<file path="src/rtl/data_upsizer_pkg.sv">
// data_upsizer_pkg
// Shared width helpers and limits for the data_upsizer stream stage.
//   lane_idx_w(n) : bits needed for a lane index 0..n-1
//   lane_cnt_w(n) : bits needed for a lane count 0..n
//   UPSIZER_N_MAX : largest supported beats-per-word
package data_upsizer_pkg;

  localparam int UPSIZER_N_MAX = 16;

  function automatic int lane_idx_w(input int n);
    return $clog2(n);
  endfunction

  function automatic int lane_cnt_w(input int n);
    return $clog2(n + 1);
  endfunction

endpackage

</file>
<file path="src/rtl/upsizer_out_reg.sv">
// upsizer_out_reg
// Output register of the upsizer: holds one completed wide payload and its
// valid flag. A load takes priority over a pop, so a word can be popped and
// replaced in the same cycle without a bubble.
// Ports:
//   clk      : clock
//   rst      : synchronous active-low reset
//   load     : capture payload_in, set valid
//   pop      : downstream took the word, clear valid (unless loading)
//   payload_in [W-1:0] : next word to hold
//   valid    : a word is held
//   payload  [W-1:0] : held word, stable while not loaded
module upsizer_out_reg #(
  parameter int W = 32
) (
  input  logic         clk,
  input  logic         rst,
  input  logic         load,
  input  logic         pop,
  input  logic [W-1:0] payload_in,
  output logic         valid,
  output logic [W-1:0] payload
);

  // NOTE: sequential state uses non-blocking assignments only, so every
  // register samples the pre-edge values of its inputs.
  always_ff @(posedge clk) begin
    if (!rst) begin
      valid   <= 1'b0;
      payload <= '0;
    end else if (load) begin
      valid   <= 1'b1;
      payload <= payload_in;
    end else if (pop) begin
      valid   <= 1'b0;
    end
  end

endmodule

</file>
<file path="src/rtl/data_upsizer.sv">
// data_upsizer
// Collects N consecutive L-bit beats from a valid/ready source and emits them
// as one N*L-bit word on a valid/ready sink. The first beat of a word lands in
// the least significant lane. Lanes 0..N-2 are always accepted; only the beat
// that completes a word can stall, and only while a previous word is still
// held by the downstream.
// Optional feature: define DATA_UPSIZER_FLUSH_EN to add last_f / lanes_b,
// which let a packet end close a partially filled word (upper lanes zero).
// Ports:
//   clk, rst (synchronous active-low)
//   valid_f, ready_f, data_f[L-1:0]   : narrow input stream
//   last_f                            : packet end (flush build only)
//   valid_b, ready_b, data_b[N*L-1:0] : wide output stream
//   lanes_b[$clog2(N+1)-1:0]          : filled lanes (flush build only)
module data_upsizer
  import data_upsizer_pkg::*;
#(
  parameter int L = 8,
  parameter int N = 4
) (
  input  logic                      clk,
  input  logic                      rst,
  input  logic                      valid_f,
  output logic                      ready_f,
  input  logic [L-1:0]              data_f,
`ifdef DATA_UPSIZER_FLUSH_EN
  input  logic                      last_f,
  output logic [lane_cnt_w(N)-1:0]  lanes_b,
`endif
  output logic                      valid_b,
  input  logic                      ready_b,
  output logic [N*L-1:0]            data_b
);

  localparam int IW = lane_idx_w(N);
  localparam int CW = lane_cnt_w(N);

  logic [IW-1:0]  idx;
  logic [N*L-1:0] acc;
  logic [N*L-1:0] word_next;
  logic           last_lane;
  logic           xfer_f;
  logic           complete;

  assign last_lane = (idx == IW'(N - 1));

`ifdef DATA_UPSIZER_FLUSH_EN
  // A beat flagged last completes the word wherever it lands, so it may stall
  // just like the beat in the top lane.
  assign ready_f  = (!last_lane && !(valid_f && last_f)) || !valid_b || ready_b;
  assign complete = xfer_f && (last_lane || last_f);
`else
  assign ready_f  = !last_lane || !valid_b || ready_b;
  assign complete = xfer_f && last_lane;
`endif

  assign xfer_f = valid_f && ready_f;

  // Current accumulator with the incoming beat merged into lane idx. Lanes
  // above idx are still zero because acc clears whenever a word completes.
  // NOTE: every always_comb output is assigned a default first, so no path
  // leaves it unassigned and no latch is inferred.
  always_comb begin
    word_next = acc;
    for (int k = 0; k < N; k++) begin
      if (idx == IW'(k)) word_next[k*L +: L] = data_f;
    end
  end

  always_ff @(posedge clk) begin
    if (!rst) begin
      idx <= '0;
      acc <= '0;
    end else if (xfer_f) begin
      if (complete) begin
        idx <= '0;
        acc <= '0;
      end else begin
        idx <= idx + 1'b1;
        acc <= word_next;
      end
    end
  end

  // The lane count travels with the data inside the output register so both
  // stay stable together while the downstream stalls.
`ifdef DATA_UPSIZER_FLUSH_EN
  localparam int PW = N*L + CW;
  logic [CW-1:0] lanes_next;
  assign lanes_next = CW'(idx) + CW'(1);
`else
  localparam int PW = N*L;
`endif

  logic [PW-1:0] payload_in;
  logic [PW-1:0] payload_q;

`ifdef DATA_UPSIZER_FLUSH_EN
  assign payload_in        = {lanes_next, word_next};
  assign {lanes_b, data_b} = payload_q;
`else
  assign payload_in = word_next;
  assign data_b     = payload_q;
`endif

  upsizer_out_reg #(
    .W (PW)
  ) u_out_reg (
    .clk        (clk),
    .rst        (rst),
    .load       (complete),
    .pop        (valid_b && ready_b),
    .payload_in (payload_in),
    .valid      (valid_b),
    .payload    (payload_q)
  );

endmodule

</file>
<file path="config.mk">
export PLATFORM = sky130hd
export DESIGN_NAME = data_upsizer
export DESIGN_NICKNAME = d
export VERILOG_FILES = /design/src/rtl/data_upsizer_pkg.sv /design/src/rtl/upsizer_out_reg.sv /design/src/rtl/data_upsizer.sv
export SDC_FILE = /design/constraint.sdc
export NUM_CORES = 1
export LEC_CHECK = 0
export CORE_MARGIN = 4
export CORE_UTILIZATION = 48
export DETAILED_ROUTE_END_ITERATION = 6
export PLACE_DENSITY_LB_ADDON = 0.2
export SLEW_MARGIN = 20
export SYNTH_ARGS = -nofsm -noshare
export SYNTH_HDL_FRONTEND = slang
export SYNTH_HIERARCHICAL = 1
export SYNTH_SLANG_ARGS = --single-unit
</file>
<file path="constraint.sdc">
create_clock -name clk -period 1.82 [get_ports clk]
set_clock_uncertainty 0.05 [all_clocks]
set_input_delay 0.273 -clock clk [delete_from_list [all_inputs] [get_ports clk]]
set_output_delay 0.273 -clock clk [all_outputs]
set_load 0.02 [all_outputs]
</file>
==> results.json <==
{
  "status": "completed",
  "root_buffer": "clkbuf_8",
  "ys.flop_type": "dfxtp_1",
  "finalInstanceArea_um2": 3740,
  "mappedNetlistNets": 271,
  "synth_top_area_cell": "dfxtp_1",
  "grt_overflow": 0,
  "synth_enable_flop_cells": 0,
  "maxSlewViolCount": 0,
  "grt_pass1_vias": 1919,
  "io_pins": 46,
  "synth-xor-area-share_pct": 0,
  "internal-power_mw": 2.31,
  "drt_iter0_drc": 49,
  "nets": 323,
  "path_clk_slew_ps": 70,
  "powerDensity_nw_per_um2": 799,
  "hold_ws_ps": 398,
  "drc": 0,
  "vias": 1911,
  "reg2regPathDepth": 5,
  "die_width_um": 87.1,
  "wirelength_um": 5810,
  "fill_cells": 504,
  "routedWlPerCell_um": 15.0,
  "postCtsSetupRepairBufs": 0,
  "async_reset_ff_share_pct": 0,
  "timing.final.ws_setup_ps": 64.6,
  "synth-simple-area-share_pct": 15.9,
  "syn_area_per_cell_um2": 11.8,
  "worst_setup_path_end_kind": "output pin",
  "synth_adder_area_share_pct": 1.67,
  "fmax_mhz": 570,
  "worstSetupPathType": "flip-flop to output pin",
  "clkPwrFrac_pct": 39.0,
  "antenna_found_initial": 0,
  "power.switching_mw": 0.677,
  "synth_top_family_by_area": "multiplexers",
  "critPathTopFamily": "flip-flops",
  "drive_gt1_share_pct": 21.8,
  "place_area_um2": 3530,
  "fin_cells": 387,
  "postRouteAntennaNets": 0,
  "grt_pass1_wl_um": 9600,
  "worstMarginPinSlew_ps": 401,
  "relSlewSlack_pct": 73.2,
  "post-place-cells": 370,
  "max_stage_delay_ps": 410,
  "start_util_pct": 50.2,
  "whs_path_depth": 1,
  "clock_sinks": 67,
  "synth_area_um2": 3010,
  "maxCapViolations": 0,
  "grt_max_degree": 25,
  "via_per_inst": 4.94,
  "port_buffers": 45,
  "setup_tns_ps": 0,
  "pre_cts_ws_ps": -99.2,
  "numCtsBuffers": 9,
  "clockBufferDepth": 2,
  "final_util_pct": 62.4,
  "postSynthCellCount": 255,
  "worst-path-buf-inv": 1,
  "cts_tree": "built",
  "dieArea_um2": 7590,
  "vdd_drop_max_uv": 389,
  "required_ps": 1500,
  "place_hpwl_um": 3960,
  "p_comb_share_pct": 10.2,
  "groute.usage.overall_pct": 16.7,
  "die_y_um": 87.1,
  "cpMaxStageDelayCell": "dfxtp_1",
  "finalPower_mw": 2.99,
  "core-area_um2": 5990,
  "clk_latency_ps": 330,
  "routabilityCongestion": 0.768,
  "cp_num_cells": 3,
  "cts_htree_levels": 3,
  "seq_power_share_pct": 50.8,
  "synth.distinct_cells": 22,
  "crit_chain": "ha_2 > nand3b_4 > dlygate4sd2_1",
  "start_kind": "flip-flop",
  "rows": 28,
  "post-route-min-period_ps": 1760,
  "ys_warn_count": 6,
  "setup_violations": 0,
  "synthToLayoutAreaGrowth_pct": 24.4,
  "synthMuxAreaShare_pct": 23.0,
  "holdCritPathClass": "flip-flop to flip-flop",
  "yosys.area.top_type_share_pct": 44.6,
  "min_period_over_period_pct": 96.5,
  "critPathMaxFanout": 5,
  "synth.area.top_cells": "dfxtp_1, mux2_2, mux2i_1",
  "crit_arrival_ps": 1430,
  "dr.pass1.iters": 4,
  "antenna_cells": 0,
  "synth_seq_area_share_pct": 44.6,
  "rsz0062_at_grt": "no",
  "hold_violations": 0,
  "synth_seq_cells": 67,
  "switching_share_pct": 22.7,
  "p_leak_nw": 1.56,
  "synth_compound_area_share_pct": 9.49
}
kinds of logic (layout without fill, tap and decap cells):
| group | Yosys count | count (layout) |
|---|---|---|
| buf+inv | 18 | 74 |
| flops | 67 | 67 |
| fa+ha+maj | 4 | 4 |
| mux | 65 | 65 |
| simple gates | 73 | 73 |
| compound gates | 28 | 29 |
layout make-up:
type / instances / area (µm²) / area share [%]
multi-input combinational: 171 / 1530 / 40.8
sequential: 67 / 1340 / 35.9
timing repair buffer: 55 / 574 / 15.4
clock buffer: 15 / 186 / 4.99
tap: 75 / 93.8 / 2.51
inverter: 3 / 11.3 / 0.301
clock inverter: 1 / 5.00 / 0.134
flip-flops by register name, summed over array words and instances (netlist names):
name	cells
u_out_reg/valid	1
acc	32
idx	2
u_out_reg/payload	32
power groups by stage:
stage | registers, mW | clock network, mW | logic [mW]
5_1_grt | 1.52 | 1.26 | 0.328
3_3_place_gp | 1.55 | 0 | 0.299
6_report | 1.52 | 1.17 | 0.304
4_1_cts | 1.52 | 1.20 | 0.307
2_1_floorplan | 1.55 | 0 | 0.209
3_5_place_dp | 1.55 | 0 | 0.302
synthesized netlist by cell type, types with 2 or more instances:
| cell | n |
|---|---|
| a21bo_1 | 20 |
| a21bo_2 | 4 |
| and2_1 | 9 |
| buf_12 | 3 |
| buf_2 | 4 |
| buf_6 | 5 |
| clkbuf_1 | 3 |
| dfxtp_1 | 67 |
| ha_1 | 4 |
| inv_1 | 3 |
| mux2_2 | 32 |
| mux2i_1 | 33 |
| nand2_1 | 3 |
| nand2b_1 | 24 |
| nand3b_4 | 2 |
| nor2b_1 | 33 |
layer usage:
| layer | share of wire, % | vias up | global-route usage, % |
|---|---|---|---|
| met1 | 48 | 895 | 22.0 |
| met2 | 46 | 35 | 25.6 |
| li1 | - | 973 | - |
| met3 | 3.5 | 8 | 3.60 |
| met4 | 1.8 | 0 | 9.07 |
| met5 | 0 | - | 0 |
path summary, 6_finish.rpt:
| kind | startpoint | endpoint | slack [ps] |
|---|---|---|---|
| hold / removal | acc[7]$_SDFFE_PN0N_ | acc[7]$_SDFFE_PN0N_ | 400 |
| setup reg to reg | idx[0]$_SDFFE_PN0N_ | acc[9]$_SDFFE_PN0N_ | 160 |
| setup / recovery | idx[0]$_SDFFE_PN0N_ | ready_f | 60 |
| hold reg to reg | acc[7]$_SDFFE_PN0N_ | acc[7]$_SDFFE_PN0N_ | 400 |
layout by cell type, fill, tap and decap left out, types with 2 or more instances in the layout:
cell	count
nand2b_1	24
nand3b_4	2
a21oi_4	2
a21bo_2	4
mux2i_1	33
a21bo_1	20
buf_4	6
mux2_2	32
ha_1	3
dfxtp_1	67
clkbuf_1	2
buf_12	4
nand2_1	3
clkbuf_8	13
nor2b_1	33
and2_1	9
inv_1	3
clkdlybuf4s50_1	44
timing repair:
| action | in CTS | in global routing |
|---|---|---|
| cloned | 1 | 0 |
| setup endpoints to repair | 5 | 13 |
| resized for setup | 1 | 2 |
| pin swaps | 1 | 0 |
| hold buffers | 0 | 0 |
(Power assumes the default switching activity.)
